## src/rtl/fetch_prefetch.sv

```systemverilog
// Instruction prefetch unit: issues in-order fetches under a credit limit, buffers returned
// words in a small FIFO toward decode, and discards in-flight responses after a redirect.
module fetch_prefetch #(
  parameter int               XLEN      = 32,
  parameter int               DEPTH     = 4,
  parameter logic [XLEN-1:0]  RESET_PC  = '0,
  parameter logic [31:0]      NOP_INSTR = 32'h0000_0013
) (
  input  logic            clk,
  input  logic            reset,
  input  logic            redirect_valid,
  input  logic [XLEN-1:0] redirect_pc,
  output logic            imem_req_valid,
  input  logic            imem_req_ready,
  output logic [XLEN-1:0] imem_req_addr,
  input  logic            imem_rsp_valid,
  input  logic [31:0]     imem_rsp_data,
  output logic            dec_valid,
  input  logic            dec_ready,
  output logic [XLEN-1:0] dec_pc,
  output logic [31:0]     dec_instr,
  output logic [XLEN-1:0] dec_pcplus4
);

  localparam int PW = (DEPTH > 1) ? $clog2(DEPTH) : 1;
  localparam int CW = $clog2(DEPTH + 1);
  localparam logic [CW:0] DEPTH_C = (CW + 1)'(DEPTH);

  logic [XLEN-1:0] fetch_pc_q, fetch_pc_d;

  logic [XLEN-1:0] fq_pc_q    [DEPTH];
  logic [31:0]     fq_instr_q [DEPTH];
  logic [PW-1:0]   fq_head_q, fq_head_d;
  logic [PW-1:0]   fq_tail_q, fq_tail_d;
  logic [CW-1:0]   occ_q, occ_d;

  logic [XLEN-1:0] sq_pc_q [DEPTH];
  logic [PW-1:0]   sq_head_q, sq_head_d;
  logic [PW-1:0]   sq_tail_q, sq_tail_d;

  logic [CW-1:0]   out_q, out_d;
  logic [CW-1:0]   drop_q, drop_d;

  logic [CW:0]     credit_used;
  logic            req_fire;
  logic            rsp_take;
  logic            rsp_drop;
  logic            push;
  logic            pop;
  logic [XLEN-1:0] head_pc;

  // Credits count both buffered and in-flight words so a returning response always has a slot.
  assign credit_used    = {1'b0, occ_q} + {1'b0, out_q};
  assign imem_req_valid = (credit_used < DEPTH_C) & ~redirect_valid & ~reset;
  assign imem_req_addr  = fetch_pc_q;
  assign req_fire       = imem_req_valid & imem_req_ready;

  // Responses with nothing outstanding belong to requests issued before a reset.
  assign rsp_take = imem_rsp_valid & (out_q != '0) & ~reset;
  assign rsp_drop = rsp_take & (redirect_valid | (drop_q != '0));
  assign push     = rsp_take & ~rsp_drop;

  assign dec_valid   = (occ_q != '0) & ~redirect_valid & ~reset;
  assign pop         = dec_valid & dec_ready;
  assign head_pc     = fq_pc_q[fq_head_q];
  assign dec_pc      = dec_valid ? head_pc : '0;
  assign dec_instr   = dec_valid ? fq_instr_q[fq_head_q] : NOP_INSTR;
  assign dec_pcplus4 = dec_valid ? head_pc + XLEN'(4) : '0;

  always_comb begin
    fetch_pc_d = fetch_pc_q;
    fq_head_d  = fq_head_q;
    fq_tail_d  = fq_tail_q;
    occ_d      = occ_q;
    sq_head_d  = sq_head_q;
    sq_tail_d  = sq_tail_q;
    drop_d     = drop_q;
    out_d      = out_q + CW'(req_fire) - CW'(rsp_take);

    if (redirect_valid) begin
      fetch_pc_d = redirect_pc;
      fq_head_d  = '0;
      fq_tail_d  = '0;
      occ_d      = '0;
      sq_head_d  = '0;
      sq_tail_d  = '0;
      // Every response still in flight after this edge belongs to the old path.
      drop_d     = out_q - CW'(rsp_take);
    end else begin
      if (req_fire) begin
        fetch_pc_d = fetch_pc_q + XLEN'(4);
        sq_tail_d  = sq_tail_q + PW'(1);
      end
      if (rsp_drop) begin
        drop_d = drop_q - CW'(1);
      end
      if (push) begin
        fq_tail_d = fq_tail_q + PW'(1);
        sq_head_d = sq_head_q + PW'(1);
      end
      if (pop) begin
        fq_head_d = fq_head_q + PW'(1);
      end
      occ_d = occ_q + CW'(push) - CW'(pop);
    end
  end

  always_ff @(posedge clk) begin
    if (reset) begin
      fetch_pc_q <= RESET_PC;
      fq_head_q  <= '0;
      fq_tail_q  <= '0;
      occ_q      <= '0;
      sq_head_q  <= '0;
      sq_tail_q  <= '0;
      out_q      <= '0;
      drop_q     <= '0;
    end else begin
      fetch_pc_q <= fetch_pc_d;
      fq_head_q  <= fq_head_d;
      fq_tail_q  <= fq_tail_d;
      occ_q      <= occ_d;
      sq_head_q  <= sq_head_d;
      sq_tail_q  <= sq_tail_d;
      out_q      <= out_d;
      drop_q     <= drop_d;
    end
  end

  // Storage arrays need no reset; validity is tracked entirely by the pointers and counts.
  always_ff @(posedge clk) begin
    if (req_fire) begin
      sq_pc_q[sq_tail_q] <= fetch_pc_q;
    end
    if (push) begin
      fq_pc_q[fq_tail_q]    <= sq_pc_q[sq_head_q];
      fq_instr_q[fq_tail_q] <= imem_rsp_data;
    end
  end

endmodule

```

## config.mk

```make
export PLATFORM = sky130hd
export DESIGN_NAME = fetch_prefetch
export DESIGN_NICKNAME = d
export VERILOG_FILES = /design/src/rtl/fetch_prefetch.sv
export SDC_FILE = /design/constraint.sdc
export NUM_CORES = 1
export LEC_CHECK = 0
export ABC_AREA = 1
export BUFFER_PORTS_ARGS = -buffer_cell sky130_fd_sc_hd__buf_4
export CAP_MARGIN = 0
export CORE_MARGIN = 4
export CORE_UTILIZATION = 39
export DETAILED_ROUTE_END_ITERATION = 10
export PLACE_DENSITY = 0.55
export SYNTH_ARGS = -nofsm -noshare
export SYNTH_HDL_FRONTEND = slang
export SYNTH_SLANG_ARGS = --single-unit
```

## constraint.sdc

```tcl
create_clock -name clk -period 5.85 [get_ports clk]
set_clock_uncertainty 0.05 [all_clocks]
set_input_delay 0.585 -clock clk [delete_from_list [all_inputs] [get_ports clk]]
set_output_delay 0.585 -clock clk [all_outputs]
set_load 0.05 [all_outputs]
```

Word-level counts from Yosys, hierarchy flattened. Memories as Yosys holds them, arrays and structs flattened. A register that Yosys moved wholly into a read port is not among the register bits. Index checks and enable logic that the tools add are counted.

Register bits: 49. Bits in writable memories: 384. Input port bits: 70. Output and inout port bits: 130. Word-level logic and storage cells: 62. Memories kept: 3.

Memories: fq_instr_q (words 4, bits a word 32, read ports 1, clocked after memory_dff 1, wr ports 1, line 32) `logic [31:0] fq_instr_q [DEPTH];`; fq_pc_q (words 4, bits a word 32, read ports 1, clocked after memory_dff 1, wr ports 1, line 31) `logic [XLEN-1:0] fq_pc_q [DEPTH];`; sq_pc_q (words 4, bits a word 32, read ports 1, clocked after memory_dff 1, wr ports 1, line 37) `logic [XLEN-1:0] sq_pc_q [DEPTH];`.

$add $sub $neg: 13. Magnitude comparators: 1. Mux-type cells: 17. Bitwise operators: 14. Reductions and logical operators: 6.

Operators with widths (count): 32-bit two-way mux (5); 32-bit by 3-bit adder with 32-bit output (second input constant) (2); 2-bit two-way mux (6); 1-bit AND (10); 3-bit nonzero test (3); 3-bit by 1-bit subtractor with 3-bit output (3); 2-bit by 1-bit adder with 2-bit output (second input constant) (4); 3-bit by 1-bit adder with 3-bit output (2); 3-bit two-way mux (2); 3-bit by 3-bit adder with 4-bit output (1); 4-bit by 3-bit less-than comparator with 1-bit output (second input constant) (1); 1-bit two-way mux (4); 2-bit nonzero test (2); 1-bit inverter (3); 3-bit by 1-bit subtractor with 3-bit output (second input constant) (1); 2-bit OR reduction (1); 1-bit OR (1).

Depth between registers and ports, before layout.
Word-level depth: 8. Mapped depth: 17. Gate-level depth less buffers: 14.

Least setup slack after synthesis. OpenSTA, ideal clock, no wires.

Kind: input to register. Start point: input redirect_valid. End point: memory fq_instr_q[0][0] (enable). Setup time: 487 ps. Arrival time: 4156 ps. Slack: 1157 ps. Stages on the path: 8. Path buffers: 1. Path through: buf_2 -> inv_2 -> nand2_1 -> nor2_1 -> inv_1 -> nor2_1 -> clkinv_1 -> nor2_1.

Longest elaborated chain between the ends: 6.

Ends and longest elaborated chain: from (decl) (line 11) `input logic redirect_valid,`; 1-bit OR (line 60) `assign rsp_drop = rsp_take & (redirect_valid | (drop_q != '0));`; 1-bit AND (line 60); 1-bit inverter (line 61) `assign push = rsp_take & ~rsp_drop;`; 1-bit AND (line 61); 1-bit two-way mux (line 135) `if (push) begin`; 1-bit two-way mux (implied by the code) (line 137) `fq_instr_q[fq_tail_q] <= imem_rsp_data;`; to (decl) (line 32).

No other way between the ends.

==> results by group <==
Cells and area
  – Final core utilization: 46.9%
  – Syn-to-layout area delta: 18.2%
  – Ratio of cells with drive above 1 in the final layout: 14.9%
  – # diodes: 0
  – Nets: 2236
  – FF/Latch Area: 0.0126 mm^2
  – Commonest non-fill, non-tap cell in the layout: nand2_1
  – Area of the multi-input gates: 0.00605 mm^2
  – # fillers: 4700
  – Most frequent cells in the layout: nand2_1, edfxtp_1, nor2_1, buf_4, o21ai_0

Drt
  – Residual DRC: 0
  – Routed vias: 14200
  – TritonRoute pass-1 iters: 6
  – Post-route ant nets: 0
  – Detail-routed via count per cell: 5.00
  – Initial DRC Count: 993
  – Routed WL: 51400 um
  – WL/cell: 18.1 um

Run
  – Max-Cap Viols: 0

Setup path
  – CP Launch Type: flop
  – Worst-path fanout max: 130
  – Req. time, crit path: 5220 ps
  – Crit path arrival time: 3810 ps
  – Setup CP Type: reg -> out
  – Crit path capture type: output pin

Logic synthesis
  – Async SR Flop Fraction: 0%
  – Post-synthesis average cell area: 9.92 um^2
  – Main synth FF type: edfxtp_1
  – Mapped Nets: 2062
  – Number of distinct library cells after synthesis: 41
  – FF+latch count, synth: 437
  – Post-Syn Area: 0.0195 mm^2
  – Number of synthesis warnings: 0
  – Post-synth EDFFs: 384
  – Seq/Total Area, Yosys: 64.4%
  – Cell count after synthesis: 1970

Global routing
  – GRT busiest layer: met2
  – First-pass GRT wire length: 79500 um
  – GR Util met2: 31.0%
  – Overflow after GRT: 0
  – Pin count of the biggest net entering global routing: 131
  – Vias in the first global route: 13900
  – GRT Util Overall: 18.8%
  – Met1 usage: 26.3%
  – Initial antenna violation count: 0
  – GRT met3 Usage: 2.82%

Power and ir drop
  – Worst VDD drop: 211 uV
  – Power Dens Cells: 297 mW/mm^2
  – LEAKAGE: 8.83 nW

CTS
  – Post-CTS Setup Inserts: 0
  – Post-CTS Hold Fix Bufs: 0
  – Max Buffers Root-to-Sink: 3
  – CTS tree: done
  – H-tree levels: 2
  – Clk_lat worst skew: 570 ps
  – CTS clk-pin slew, worst paths: 60 ps
  – Clock root buffer: clkbuf_16
  – Post-cts sizing count: 0
  – CTS buffer count: 47
  – CTS Sinks: 437

Outcome
  – Outcome: finished clean

Die
  – Initial Utilization: 39.7%
  – Core Rows: 81
  – Chip width: 232 um
  – Core area: 0.0493 mm^2
  – Die area: 0.0537 mm^2
  – IO Pins: 200
  – Die H: 232 um

Placed design
  – Gpl congestion: 0.876
  – Port Buffers: 199
  – HPWL Detailed: 33100 um

STA
  – Final setup viols: 0
  – RSZ-0062 raised after global routing: false
  – Final hold viol count: 0
  – Fmax: 225 MHz
  – Slew Limit Fails: 0
  – Worst slew pin tran: 1050 ps
  – Final period util: 76.0%
  – Setup_tns: 0 ps
  – Worst hold slack: 166 ps
  – Minimum clock period: 4450 ps
  – Relative slew margins: 29.6%

Min path
  – HP Class: in -> reg
stage by stage:
stage | power (mW) | cell area [um^2] | instances | setup WS (ps)
5_1_grt | 7.13 | 23100 | 2843 | 973
2_1_floorplan | 3.89 | 19500 | 1970 | 1160
3_3_place_gp | 4.08 | 21600 | 2759 | 1930
4_1_cts | 6.93 | 23100 | 2843 | 1330
3_5_place_dp | 4.09 | 21600 | 2759 | 1940
6_report | 6.85 | 23100 | 2843 | 1400
cells by family (layout without fill, tap and decap cells):
logic type	Yosys count	in the layout	synth area share, %
simple gates	973	973	20.0
flops	437	437	64.4
compound gates	290	290	7.87
buf+inv	217	426	4.85
xor+xnor	31	31	1.39
fa+ha+maj	22	22	1.49
state kept, by name, indices dropped and copies added, names as in the netlist, named ones only:
name and flops:
fq_head_q 2, sq_tail_q 2, sq_head_q 2, imem_req_addr 32, fq_instr_q 128, fq_tail_q 2, occ_q 3, fq_pc_q 128
sq_pc_q 128, out_q 3, drop_q 3
layer usage:
layer / vias to the layer above / routed length, um
met2: 362 / 24500
met3: 74 / 2380
met1: 6775 / 23400
met5: - / 0
met4: 0 / 1110
li1: 6996 / -
worst max-delay path: stages (launching register included):
cell and delay (ps):
dfxtp_4 540, inv_6 740, nor2_1 70, nor2_1 110
o21ai_0 90, nand2_1 180, ha_1 270, inv_1 90
nor2_2 150, nand2_1 140, nor2_2 250, nand2_1 100
xor2_1 150, nor2_1 110, buf_4 220
path summary, 6_finish.rpt:
kind	from	end	slack, ps	cells after the start
max	flop	dec_pcplus4[18]	1400	14
min	imem_rsp_data[17]	fq_instr_q[2][17]$_DFFE_PP_	170	1
max reg2reg	drop_q[0]$_SDFFE_PP0P_	fq_pc_q[2][17]$_DFFE_PP_	2620	9
min reg2reg	drop_q[1]$_SDFFE_PP0P_	drop_q[1]$_SDFFE_PP0P_	410	2
power by group:
part	leakage [nW]	total (mW)	switching (mW)	internal (mW)
clock network	0.718	2.83	1.18	1.64
registers	3.92	3.54	0.0619	3.48
logic	4.19	0.478	0.329	0.149
area by class of cell:
cell class	instances	area share, %
multi-input combinational	1316	26.2
timing repair buffer	216	7.19
clock inverter	23	0.770
tap	664	3.60
inverter	126	2.07
clock buffer	61	5.59
sequential	437	54.6
Yosys cell counts (19+ instances only):
library cell  count  area share (%)
nand3_1          81             2.1
o22ai_1          32             1.0
ha_1             20             1.3
inv_1           119             2.3
edfxtp_1        384              59
dfxtp_1          53             5.4
a21oi_1          68             1.7
nor2_1          389             7.5
buf_2            25            0.64
nor3_1           19            0.49
nand2_1         445             8.5
xor2_1           27             1.2
o21ai_0         169             4.3
clkbuf_1         40            0.77
(Power assumes the default switching activity.)
